==> src/rtl/axi_lite_a32_d32_slave_buf.sv <==
// Slave-end AXI-lite a32/d32 link bridge: link words <-> AXI-lite requests and responses.
// Latency: one cycle per channel. A word pushed at edge N is valid after N and can pop at N+1.
// Backpressure: registered ready per channel. It drops only when the slice is full and never follows out_ready combinationally.

// Generic registered FIFO slice used for every channel of the bridge
// Latency 1 cycle; output data always comes from the head register
// in_rdy is a flop computed from the next count, so no ready->ready comb path
module axi_lite_a32_d32_slave_buf_slice #(
  parameter int W     = 32,
  parameter int DEPTH = 2
) (
  input  logic         clk_wr,
  input  logic         rst_wr,
  input  logic         in_vld,
  input  logic [W-1:0] in_dat,
  output logic         in_rdy,
  output logic         out_vld,
  output logic [W-1:0] out_dat,
  input  logic         out_rdy
);
  localparam int PW = (DEPTH > 1) ? $clog2(DEPTH) : 1;
  localparam int CW = $clog2(DEPTH) + 1;
  localparam logic [CW-1:0] DEPTH_C = CW'(DEPTH);

  logic [W-1:0]  mem_q [DEPTH];
  logic [W-1:0]  mem_d [DEPTH];
  logic [PW-1:0] wr_ptr_q, wr_ptr_d;
  logic [PW-1:0] rd_ptr_q, rd_ptr_d;
  logic [CW-1:0] cnt_q, cnt_d;
  logic          in_rdy_q, in_rdy_d;
  logic          push, pop;

  // Next-state: write at tail on push, advance head on pop, pointers wrap mod DEPTH
  always_comb begin
    push     = in_vld & in_rdy_q;
    pop      = (cnt_q != '0) & out_rdy;
    mem_d    = mem_q;
    wr_ptr_d = wr_ptr_q;
    rd_ptr_d = rd_ptr_q;
    cnt_d    = cnt_q;
    if (push) begin
      mem_d[wr_ptr_q] = in_dat;
      wr_ptr_d        = wr_ptr_q + PW'(1);
    end
    if (pop) begin
      rd_ptr_d = rd_ptr_q + PW'(1);
    end
    case ({push, pop})
      2'b10:   cnt_d = cnt_q + CW'(1);
      2'b01:   cnt_d = cnt_q - CW'(1);
      default: cnt_d = cnt_q;
    endcase
    in_rdy_d = (cnt_d < DEPTH_C);
  end

  // State registers; reset empties the slice, clears storage and holds ready low
  always_ff @(posedge clk_wr) begin
    if (rst_wr) begin
      for (int i = 0; i < DEPTH; i++) begin
        mem_q[i] <= '0;
      end
      wr_ptr_q <= '0;
      rd_ptr_q <= '0;
      cnt_q    <= '0;
      in_rdy_q <= 1'b0;
    end else begin
      mem_q    <= mem_d;
      wr_ptr_q <= wr_ptr_d;
      rd_ptr_q <= rd_ptr_d;
      cnt_q    <= cnt_d;
      in_rdy_q <= in_rdy_d;
    end
  end

  assign in_rdy  = in_rdy_q;
  assign out_vld = (cnt_q != '0);
  assign out_dat = mem_q[rd_ptr_q];
endmodule

// Bridge top: three link->user slices (AR, AW, W) and two user->link slices (R, B)
// Latency 1 cycle on every channel; channels are independent and kept in FIFO order
// Each channel's ready drops only when its own slice is full
module axi_lite_a32_d32_slave_buf #(
  parameter int DEPTH = 2
) (
  input  logic        clk_wr,
  input  logic        rst_wr,
  input  logic        user_ar_lite_valid,
  input  logic [31:0] rxfifo_ar_lite_data,
  output logic        user_ar_lite_ready,
  input  logic        user_aw_lite_valid,
  input  logic [31:0] rxfifo_aw_lite_data,
  output logic        user_aw_lite_ready,
  input  logic        user_w_lite_valid,
  input  logic [35:0] rxfifo_w_lite_data,
  output logic        user_w_lite_ready,
  output logic        user_r_lite_valid,
  output logic [33:0] txfifo_r_lite_data,
  input  logic        user_r_lite_ready,
  output logic        user_b_lite_valid,
  output logic [1:0]  txfifo_b_lite_data,
  input  logic        user_b_lite_ready,
  output logic [31:0] user_araddr,
  output logic        user_arvalid,
  input  logic        user_arready,
  output logic [31:0] user_awaddr,
  output logic        user_awvalid,
  input  logic        user_awready,
  output logic [31:0] user_wdata,
  output logic [3:0]  user_wstrb,
  output logic        user_wvalid,
  input  logic        user_wready,
  input  logic [31:0] user_rdata,
  input  logic [1:0]  user_rresp,
  input  logic        user_rvalid,
  output logic        user_rready,
  input  logic [1:0]  user_bresp,
  input  logic        user_bvalid,
  output logic        user_bready,
  input  logic        m_gen2_mode
);
  logic [35:0] w_out_dat;
  logic        unused_gen2;

  // Link mode does not change any packing in this bridge
  assign unused_gen2 = m_gen2_mode;

  axi_lite_a32_d32_slave_buf_slice #(.W(32), .DEPTH(DEPTH)) u_ar (
    .clk_wr (clk_wr), .rst_wr (rst_wr),
    .in_vld (user_ar_lite_valid), .in_dat (rxfifo_ar_lite_data), .in_rdy (user_ar_lite_ready),
    .out_vld(user_arvalid), .out_dat(user_araddr), .out_rdy(user_arready)
  );

  axi_lite_a32_d32_slave_buf_slice #(.W(32), .DEPTH(DEPTH)) u_aw (
    .clk_wr (clk_wr), .rst_wr (rst_wr),
    .in_vld (user_aw_lite_valid), .in_dat (rxfifo_aw_lite_data), .in_rdy (user_aw_lite_ready),
    .out_vld(user_awvalid), .out_dat(user_awaddr), .out_rdy(user_awready)
  );

  // W link word: [31:0]=wdata, [35:32]=wstrb
  axi_lite_a32_d32_slave_buf_slice #(.W(36), .DEPTH(DEPTH)) u_w (
    .clk_wr (clk_wr), .rst_wr (rst_wr),
    .in_vld (user_w_lite_valid), .in_dat (rxfifo_w_lite_data), .in_rdy (user_w_lite_ready),
    .out_vld(user_wvalid), .out_dat(w_out_dat), .out_rdy(user_wready)
  );
  assign user_wdata = w_out_dat[31:0];
  assign user_wstrb = w_out_dat[35:32];

  // R link word: [31:0]=rdata, [33:32]=rresp
  axi_lite_a32_d32_slave_buf_slice #(.W(34), .DEPTH(DEPTH)) u_r (
    .clk_wr (clk_wr), .rst_wr (rst_wr),
    .in_vld (user_rvalid), .in_dat ({user_rresp, user_rdata}), .in_rdy (user_rready),
    .out_vld(user_r_lite_valid), .out_dat(txfifo_r_lite_data), .out_rdy(user_r_lite_ready)
  );

  axi_lite_a32_d32_slave_buf_slice #(.W(2), .DEPTH(DEPTH)) u_b (
    .clk_wr (clk_wr), .rst_wr (rst_wr),
    .in_vld (user_bvalid), .in_dat (user_bresp), .in_rdy (user_bready),
    .out_vld(user_b_lite_valid), .out_dat(txfifo_b_lite_data), .out_rdy(user_b_lite_ready)
  );
endmodule

==> config.mk <==
export PLATFORM = sky130hd
export DESIGN_NAME = axi_lite_a32_d32_slave_buf
export DESIGN_NICKNAME = d
export VERILOG_FILES = /design/src/rtl/axi_lite_a32_d32_slave_buf.sv
export SDC_FILE = /design/constraint.sdc
export NUM_CORES = 1
export LEC_CHECK = 0
export BUFFER_PORTS_ARGS = -buffer_cell sky130_fd_sc_hd__buf_4
export CAP_MARGIN = 30
export CORE_ASPECT_RATIO = 0.7
export CORE_MARGIN = 4
export CORE_UTILIZATION = 49
export DETAILED_ROUTE_END_ITERATION = 7
export PLACE_DENSITY = 0.88
export SLEW_MARGIN = 15
export SYNTH_ARGS = -nofsm -noshare
export SYNTH_HDL_FRONTEND = slang
export SYNTH_SLANG_ARGS = --single-unit
==> constraint.sdc <==
create_clock -name clk_wr -period 1.2 [get_ports clk_wr]
set_input_delay 0.24 -clock clk_wr [delete_from_list [all_inputs] [get_ports clk_wr]]
set_output_delay 0.24 -clock clk_wr [all_outputs]
set_load 0.02 [all_outputs]
* Yosys cells after proc, flatten, opt, wreduce, memory -nomap -nowiden *
Index checks and enable logic that the tools add are counted.

storage, ports and cells
  bits in registers = 297
  latch bits = 0
  RAM bits = 0
  bits in read-only memories = 0
  bits of input ports = 149
  output and inout port bits = 146
  word-level logic and storage cells = 145
  memories = 0

operators by class
  add/subtract/negate cells = 20
  $mul = 0
  div/mod/pow operators = 0
  magnitude comparators = 20
  equal/unequal tests = 10
  shifts and indexed selects = 0
  multiplexer cells = 35
  bitwise logic cells = 20
  reductions and logical operators = 10

operator list
  cell                 count
  $mux 32              8
  $mux 36              4
  $mux 34              4
  $bwmux 64            2
  $bwmux 72            1
  $bwmux 68            1
  $demux 32 s1         2
  $demux 36 s1         1
  $demux 34 s1         1
  $ge 2x2->1 const B   10
  $not 1->2            10
  $pmux 2 s2           5
  $add 1x1->1 const B  10
  $add 2x1->2 const B  5
  $and 1x1->1          10
  $eq 2x1->1 const B   5
  $eq 2x2->1 const B   5
  $lt 2x1->1 const B   5
  $lt 2x2->1 const B   5
  $reduce_bool 2->1    5
  $sub 2x1->2 const B  5
  $mux 2               4
  $logic_and 1x1->1    5
  $bwmux 4             1
  $demux 2 s1          1

* Logic depth before layout (Yosys ltp) *
  word-level depth = 6
  gate-level depth with buffers = 5
  gate-level depth less buffers = 5

* Hierarchy *
From an unflattened synthesis, not the netlist that was laid out.

second synthesis, totals
  cell total of the unflattened synthesis = 1448
  area total of the unflattened synthesis = 12799.8 µm²

by module, submodules not included
  module                                        times used  cells an instance  area an instance (µm²)  sequential area each (µm²)
  axi_lite_a32_d32_slave_buf_slice at u_ar ...  2           339                3034.2                  1381.3
  axi_lite_a32_d32_slave_buf_slice at u_w       1           375                3342.0                  1541.5
  axi_lite_a32_d32_slave_buf_slice at u_r       1           357                2997.9                  1461.4
  axi_lite_a32_d32_slave_buf_slice at u_b       1           38                 391.6                   180.2

* Worst setup path before layout *
Ideal clock, no wire load.

  kind = reg2reg
  start point = register u_w.in_rdy_q (netlist: u_w.in_rdy)
  end point = register (tool-made name)
  setup time = 0.072 ns
  arrival time = 1.287 ns
  required time = 1.128 ns
  setup slack = -0.159 ns
  cell stages (with the launch flop) = 5
  buffers on the path = 0
  clock period less this slack = 1.359 ns
  cells stage by stage = dfxtp_1 > nand2_1 > ha_1 > nor2_1 > mux2i_1

RTL lines
  what                    RTL line  RTL
  from (decl)             30        logic in_rdy_q, in_rdy_d;
  from (signal assigned)  71        in_rdy_q <= in_rdy_d;

* Worst setup path after layout *
  start point = register u_ar.rd_ptr_q
  end point = output user_araddr[23]

between the ends
  cells in the longest elaborated chain, start to end = 4

RTL lines
  what                                        RTL line  RTL
  from (decl)                                 28        logic [PW-1:0] rd_ptr_q, rd_ptr_d;
  from (signal assigned)                      69        rd_ptr_q <= rd_ptr_d;
  $not 1->2 (implied by the code)             77        assign out_dat = mem_q[rd_ptr_q];
  $mux 32 (implied by the code) (3 in a row)  77
  to (decl)                                   103       output logic [31:0] user_araddr,

No other way between the ends. The select of a mux whose other input is x is not followed.

==> key figures <==
Route
  – DR vias: 15352
  – Routed Antenna Nets: 0
  – # DRC: 0
  – Routed len/inst: 29.9 microns
  – Routed vias/inst: 6.59
  – Detailed Routing Iterations Pass 1: 7
  – DRT iter0 DRCs: 2049
  – Routed wire length: 69.6 mm

Worst setup path
  – WP data required: 0.96 ns
  – Critical path startpoint category: flop
  – Slowest stage delay, CP: 0.49 ns
  – Worst-path maximum fanout: 6
  – Slowest CP cell: dfxtp_4
  – CP endpoint kind: output port
  – Setup CP Type: flop to output port
  – Worst Path Arrival: 1.73 ns
  – Launch point of the worst path: u_ar.rd_ptr_q
  – CP cell instances: clkbuf_16, mux2_4, buf_6
  – Reg2reg start: u_ar.in_rdy

Placement
  – Post-DP HPWL: 23.7 mm
  – IO buf count: 293
  – Global placer's final weighted congestion: 0.816

Power and ir drop
  – LEAKAGE: 9.28 nW
  – Pwr Density: 1750 mW/mm^2
  – Total power: 39.1 mW
  – Worst VDD drop: 1340 uV

Final layout
  – Multi-input combinational cell area: 0.00808 sq mm
  – Fillers: 715
  – Register Area: 0.00599 sq mm
  – Final #Nets: 2129
  – Synth-to-Final Area Change: 78.9%
  – Share of cells above drive strength 1: 52.7%

Run status
  – Run status: finished with violations
  – Failing checks: negative setup slack

GRT
  – First-pass GRT wire length: 72.5 mm
  – Gr usage total: 31.7%
  – Largest net degree at the start of global routing: 58
  – Vias in the first global route: 13654
  – Initial antenna violation count: 2
  – Grt total ovfl: 0

STA
  – Fin Hold WS: 0.0322 ns
  – Crit path time final: 1.97 ns
  – Slew HR: 75.3%
  – Post-route clock period utilization: 164%
  – Tightest Pin Transition: 0.371 ns
  – PnR worst setup slack: -0.774 ns
  – Final Hold Viols: 0
  – Max Freq: 507 MHz
  – Final Setup Violations: 433
  – RSZ-0062 raised after global routing: true
  – Final slew viol count: 0
  – Max Clock Skew: 0.0201 ns

Synthesis
  – Seq/Total Area, Yosys: 47.6%
  – Synth cell types: 25
  – Post-synth top area share: 47.6%
  – Cell area after synthesis: 0.0125 sq mm
  – Syn nets: 1602
  – Gate Count Post-Synth: 1448
  – Syn Area/Cell: 8.62 sq um
  – Warnings, synthesis: 0
  – Top cells by area, synth: dfxtp_1 48%, nand2_1 16%, mux2_2 12%
  – Yosys top cell by area: dfxtp_1
  – Post-synthesis register bit count: 297

Floorplanning
  – Core area: 0.0249 sq mm
  – Die ar.: 0.0281 sq mm
  – Die Ht: 142 microns
  – Initial Util: 50.2%
  – Row count: 48
  – Top Ports: 295
  – Die W: 199 microns

Clocking
  – Clock Tree Root: clkbuf_16
  – Worst-Skew Late Latency: 0.55 ns
  – H-Tree Depth: 1
  – CTS Buf Count: 28
  – Clk buf depth: 3
  – Reg clk slew, reported paths: 0.07 ns
  – Total clock sinks: 297
  – CTS tree: yes

Job
  – Max-cap violation count: 0

Hold path
  – Hold crit path type: input pin to flop
  – Worst Hold Launch: rst_wr
==> layout by cell type (no fill, tap or decap), types with 4 or more instances in the layout <==
master / count
or2_2: 5
dfxtp_2: 17
nand2_2: 43
o21a_1: 4
a21oi_4: 6
diode_2: 6
xnor2_2: 5
mux2_4: 132
mux2i_1: 14
clkbuf_16: 63
a21oi_1: 97
buf_8: 14
buf_6: 183
mux2_2: 4
dlygate4sd3_1: 136
a21oi_2: 170
or2_4: 5
buf_16: 5
xor2_1: 4
dfxtp_1: 275
nand2_4: 115
ha_4: 4
dfxtp_4: 5
buf_12: 35
nor2_4: 4
xnor2_1: 4
nand2_1: 385
bufinv_16: 7
clkinv_2: 6
and3_4: 4
nor2_1: 14
nand2b_1: 5
buf_4: 195
==> per-stage QoR <==
step	setup TNS, ns	cells	area, sq um	setup slack [ns]	util (%)
finish	-136.34	2328	22300	-0.774	89.8
global route	-143.89	2324	22300	-0.769	89.8
CTS	-92.71	2251	19100	-0.707	76.9
detailed placement	-14.27	2039	15500	-0.165	62.5
global placement	-12.97	2039	15500	-0.145	62.5
floorplan	-2.75	1448	12800	-0.0488	-
==> layer usage <==
| metal | global-route usage (%) | vias up | wire [microns] | part of all wire, % |
|---|---|---|---|---|
| met5 | 0 | - | 0 | 0 |
| met3 | 7.57 | 714 | 9620 | 14 |
| met1 | 36.0 | 7109 | 22300 | 32 |
| met2 | 56.2 | 1683 | 30400 | 44 |
| li1 | - | 5846 | - | - |
| met4 | 15.0 | 0 | 7320 | 11 |
==> cell type report <==
class                      count  share of cell area [%]
tap                          325                    1.82
multi-input combinational   1046                    36.2
clock inverter                19                    1.30
clock buffer                  33                    3.45
sequential                   297                    26.8
antenna                        6                  0.0672
timing repair buffer         602                    30.4
==> critical path: cells and delay by family (launching register included) <==
| kind | cells | cell delay, ns |
|---|---|---|
| buffers and inverters | 2 | 0.36 |
| muxes | 1 | 0.32 |
| DFF | 1 | 0.49 |
==> cells in the mapped netlist <==
| master | count |
|---|---|
| dfxtp_1 | 297 |
| or2_2 | 10 |
| nand3b_2 | 2 |
| ha_1 | 5 |
| nor2_1 | 19 |
| mux2i_1 | 14 |
| and3b_1 | 4 |
| buf_2 | 53 |
| xor2_1 | 5 |
| buf_6 | 11 |
| mux2_2 | 136 |
| nand2_1 | 546 |
| nand3_2 | 1 |
| o21a_1 | 5 |
| a21oi_2 | 60 |
| nand3_1 | 4 |
| nand2b_1 | 5 |
| buf_12 | 6 |
| clkbuf_1 | 18 |
| buf_4 | 14 |
| xnor2_1 | 10 |
| buf_1 | 3 |
| a21oi_1 | 213 |
| nand3b_1 | 3 |
| and3_1 | 4 |
==> flip-flops by register name (all words and copies together), names as in the netlist, 4 cells and up, named ones only <==
signal	count
u_r.mem_q	68
u_aw.mem_q	64
u_b.mem_q	4
u_ar.mem_q	64
u_w.mem_q	72
==> power breakdown <==
part / switching [mW] / total, mW / internal [mW]
combinational: 8.11 / 16.4 / 8.31
sequential: 1.15 / 12.1 / 10.9
clock: 4.45 / 10.6 / 6.14
total: 13.7 / 39.1 / 25.4
==> cells by family (layout without fill, tap and decap cells) <==
family | count (synthesis) | count (layout) | synth area share [%]
adders and majority gates | 5 | 5 | 0.501
buffers and inverters | 105 | 654 | 5.55
xor gates and xnor gates | 15 | 15 | 1.05
other | 0 | 6 | 0
muxes | 150 | 150 | 13.4
AOI/OAI and AO/OA | 278 | 278 | 13.0
DFF | 297 | 297 | 47.6
and+or+nand+nor | 598 | 598 | 18.8
==> timing repair <==
item | in CTS | in global routing
setup buffers | 18 | 28
hold buffers | 136 | 0
endpoints found under the hold margin | 271 | 0
setup endpoints to repair | 166 | 414
resized for setup | 240 | 546
pin swaps | 14 | 216
gates cloned | 6 | 47
==> final timing paths <==
kind / slack, ns / end / cells after the start
min reg2reg: 0.46 / u_r.mem_q[63] / 2
max: -0.77 / user_araddr[23] / 3
max reg2reg: -0.43 / u_ar.mem_q[60] / 6
min: 0.03 / u_ar.mem_q[5] / 2
Note: power is estimated with default switching activity, not from simulation.
